==> src/rtl/test_magnus_pkg.sv <==
// Shared constants and the Galois step for the 8-bit pattern generator.
package test_magnus_pkg;

    localparam int          LFSR_W    = 8;
    localparam logic [7:0]  LFSR_SEED = 8'h01;
    // x^8+x^6+x^5+x^4+1, right-shifting Galois form; period 255
    localparam logic [7:0]  LFSR_MASK = 8'hB8;

    function automatic logic [LFSR_W-1:0] lfsr_next(
        input logic [LFSR_W-1:0] s,
        input logic [LFSR_W-1:0] mask = LFSR_MASK
    );
        lfsr_next = (s >> 1) ^ (s[0] ? mask : '0);
    endfunction

endpackage

==> src/rtl/lfsr8_galois.sv <==
// Galois LFSR state register with synchronous reset and all-zero lock-up recovery.
module lfsr8_galois
    import test_magnus_pkg::*;
#(
    parameter logic [LFSR_W-1:0] SEED = LFSR_SEED,
    parameter logic [LFSR_W-1:0] MASK = LFSR_MASK
) (
    input  logic              clk,
    input  logic              rst,
    input  logic              en,
    output logic [LFSR_W-1:0] q
);

    logic [LFSR_W-1:0] s_q;
    logic [LFSR_W-1:0] s_d;

    always_comb begin
        s_d = s_q;
        if (en) begin
            // All-zero is a fixed point of the LFSR; only an upset can land here.
            s_d = (s_q == '0) ? SEED : lfsr_next(s_q, MASK);
        end
    end

    always_ff @(posedge clk) begin
        if (rst) s_q <= SEED;
        else     s_q <= s_d;
    end

    assign q = s_q;

endmodule

==> config.mk <==
export PLATFORM = sky130hd
export DESIGN_NAME = lfsr8_galois
export DESIGN_NICKNAME = d
export VERILOG_FILES = /design/src/rtl/test_magnus_pkg.sv /design/src/rtl/lfsr8_galois.sv
export SDC_FILE = /design/constraint.sdc
export NUM_CORES = 1
export LEC_CHECK = 0
export BUFFER_PORTS_ARGS = -buffer_cell sky130_fd_sc_hd__buf_4
export CAP_MARGIN = 30
export CORE_AREA = 2 2 39 41
export CTS_BUF_LIST = sky130_fd_sc_hd__clkbuf_8
export DETAILED_ROUTE_END_ITERATION = 6
export DIE_AREA = 0 0 41 43
export PLACE_DENSITY = 0.43
export SETUP_SLACK_MARGIN = 0.2
export SYNTH_ARGS = -nofsm -noshare
export SYNTH_HDL_FRONTEND = slang
export SYNTH_SLANG_ARGS = --single-unit
==> constraint.sdc <==
create_clock -name clk -period 1.6 [get_ports clk]
set_clock_uncertainty 0.1 [all_clocks]
set_input_delay 0.08 -clock clk [delete_from_list [all_inputs] [get_ports clk]]
set_output_delay 0.08 -clock clk [all_outputs]
set_load 0.005 [all_outputs]
==> results.ini <==
[outcome]
run_status = complete, no violations

[floorplan]
chipHeight_um = 43
start_util = 0.239
row_count = 14
dieArea_um2 = 1760
io_pins = 11
die_x_um = 41
coreArea_um2 = 1380

[worst_hold_path]
min_from = en
holdPathEnd = q[3]
hold_depth = 2
hold_class = in -> reg

[timing]
setup_tns_ns = 0
timing.hold.ws_ns = 0.0514
worst_slack_ns = 0.476
layout_min_cycle_time_ns = 1.12
fmaxAchievable_mhz = 890
slew_headroom = 0.813
grt_setup_unrepaired = no
slew_viol_final = 0
period_share = 0.702
hold_violations = 0
tightestPinTransition_ns = 0.278
finalSetupViolCount = 0

[detailed_routing]
drt_iter0_drc = 0
via_count = 269
wl_um = 621
vias_per_cell = 4.56
wl_per_cell_um = 10.5
dr.pass1.iters = 1
drc = 0
final_antenna_net_count = 0

[worst_setup_path]
critPathMaxFanout = 7
path_buf_inv = 0
cp.arrival_ns = 1.13
endpoint_kind = flip-flop
r2r-start = q[0]
cp-start-kind = flip-flop
rr_worst_depth = 2
crit_required_ns = 1.61
max_stage_delay_ns = 0.37
crit_type = reg -> reg
crit_slowest_cell = dfxtp_1
path_cells = mux2_2 > a211o_1
cp_top_family = flip-flops
r2r_end = q[0]
worst-r2r-setup-slack_ns = 0.48

[yosys]
synth-edff-count = 0
synthFlopType = dfxtp_1
yosysMostFrequentCell = dfxtp_1
ys_top_cells_by_area = dfxtp_1 (48%), mux2i_1 (12%), nor2_1 (8.0%)
syn_avg_cell_area_um2 = 10.3
yosys.area_share.simple = 0.125
synthMuxAreaShare = 0.155
ys_warn_count = 0
ys_async_sr_fraction = 0
synth-compound-area-share = 0.0947
netlist_top_cells_count = dfxtp_1 (8), nor2_1 (7), mux2i_1 (4), a211oi_1 (3), xnor2_1 (3)
synth_area_um2 = 330
synth_top_family_by_area = multiplexers
synth-xor-area-share = 0.0795
ys_types = 12
synth_top_area_frac = 0.485
synth_seq_cells = 8
synth_largest_area_cell = dfxtp_1
ys_seq_area_frac = 0.485
synth_nets = 35
synthAdderAreaFrac = 0
syn-instance-count = 32

[global_route]
grt_use_total = 0.104
grt_max_degree = 13
antenna_found_initial = 0
grt_pass1_vias = 248
grt_remaining_overflow = 0
grt_first_pass_wirelength_um = 1090

[final_layout]
fillCellCount = 155
seq_area_um2 = 160
multi_input_area_um2 = 150
syn2layout_area_growth_pct = 38.3
final_nets = 48
largest_reg_flops = 8
final_cell_count_no_fill = 59
diodes = 0
drive_gt1_frac = 0.326

[clock_tree]
cts_sinks = 8
clk_latency_ns = 0.23
cts.path.max_buffers = 2
cts_inserted_buffers = 3
clk_pin_slew_worst_paths_ns = 0.04
cts_root_buf = clkbuf_8
htree_levels = 1
cts_tree = built

[placement]
place_inst = 55
preCtsSetupSlack_ns = 0.469
portBuffers = 10
place.gp.congestion = 0.681

[power_and_ir_drop]
p_leak_nw = 0.200
power.density_nw_per_um2 = 1180
vdd_ir_drop_max_mv = 0.673
power_mw = 0.540

[run]
max_cap_violations = 0

[where the power goes]
part           internal [mW]  switching [mW]
combinational         0.0440          0.0253
sequential             0.215          0.0178
clock                  0.163          0.0750
[layout make-up]
class | count | share of cell area
Sequential cell | 8 | 0.351
Multi-Input combinational cell | 21 | 0.329
Timing Repair Buffer | 11 | 0.186
Clock buffer | 3 | 0.0904
Tap cell | 16 | 0.0438
[cell families after synthesis]
kind of cell,Yosys count
AND/OR/NAND/NOR,9
flip-flops,8
multiplexers,5
AO/OA/AOI/OAI,4
XOR/XNOR,3
buffers and inverters,3
[per-layer routing]
metal	global-route usage	up-vias	wire length, µm
met5	0	-	0
met3	0.0785	5	48
met2	0.138	8	300
met1	0.0965	123	248
li1	-	133	-
met4	0.100	0	23
[layout by cell type (no fill, tap or decap)]
cell / synthesis / final
xnor2_1: 3 / 3
dfxtp_1: 8 / 8
mux2_2: 1 / 1
nor4b_1: 1 / 1
clkbuf_8: 0 / 3
nor2_1: 7 / 7
buf_4: 0 / 10
a211oi_1: 3 / 3
a211o_1: 1 / 1
nor4_1: 1 / 1
mux2i_1: 4 / 4
dlygate4sd3_1: 0 / 1
[through the flow]
step	cell area (µm²)	utilization
final	457	0.330
after floorplan	330	-
after detailed placement	405	0.293
after CTS	457	0.330
after global placement	405	0.293
after global routing	457	0.330
[how the worst max path moves through the flow]
| stage | from | slack, ns | endpoint | cells after the start |
|---|---|---|---|---|
| 2_1_floorplan | q[0] | 0.45 | q[0] | 3 |
| 5_1_grt | q[0] | 0.45 | q[0] | 2 |
| 6_report | q[0] | 0.48 | q[0] | 2 |
| 3_3_place_gp | q[0] | 0.49 | q[0] | 2 |
| 4_1_cts | q[0] | 0.46 | q[0] | 2 |
| 3_5_place_dp | q[0] | 0.47 | q[0] | 2 |
[what timing repair did]
| item | in CTS | in global routing |
|---|---|---|
| endpoints found under the hold margin | 7 | 0 |
| hold buffers | 1 | 0 |
| buffers inserted | 0 | 0 |
| resized for setup | 0 | 0 |
Power figures use the tool's default switching activity.
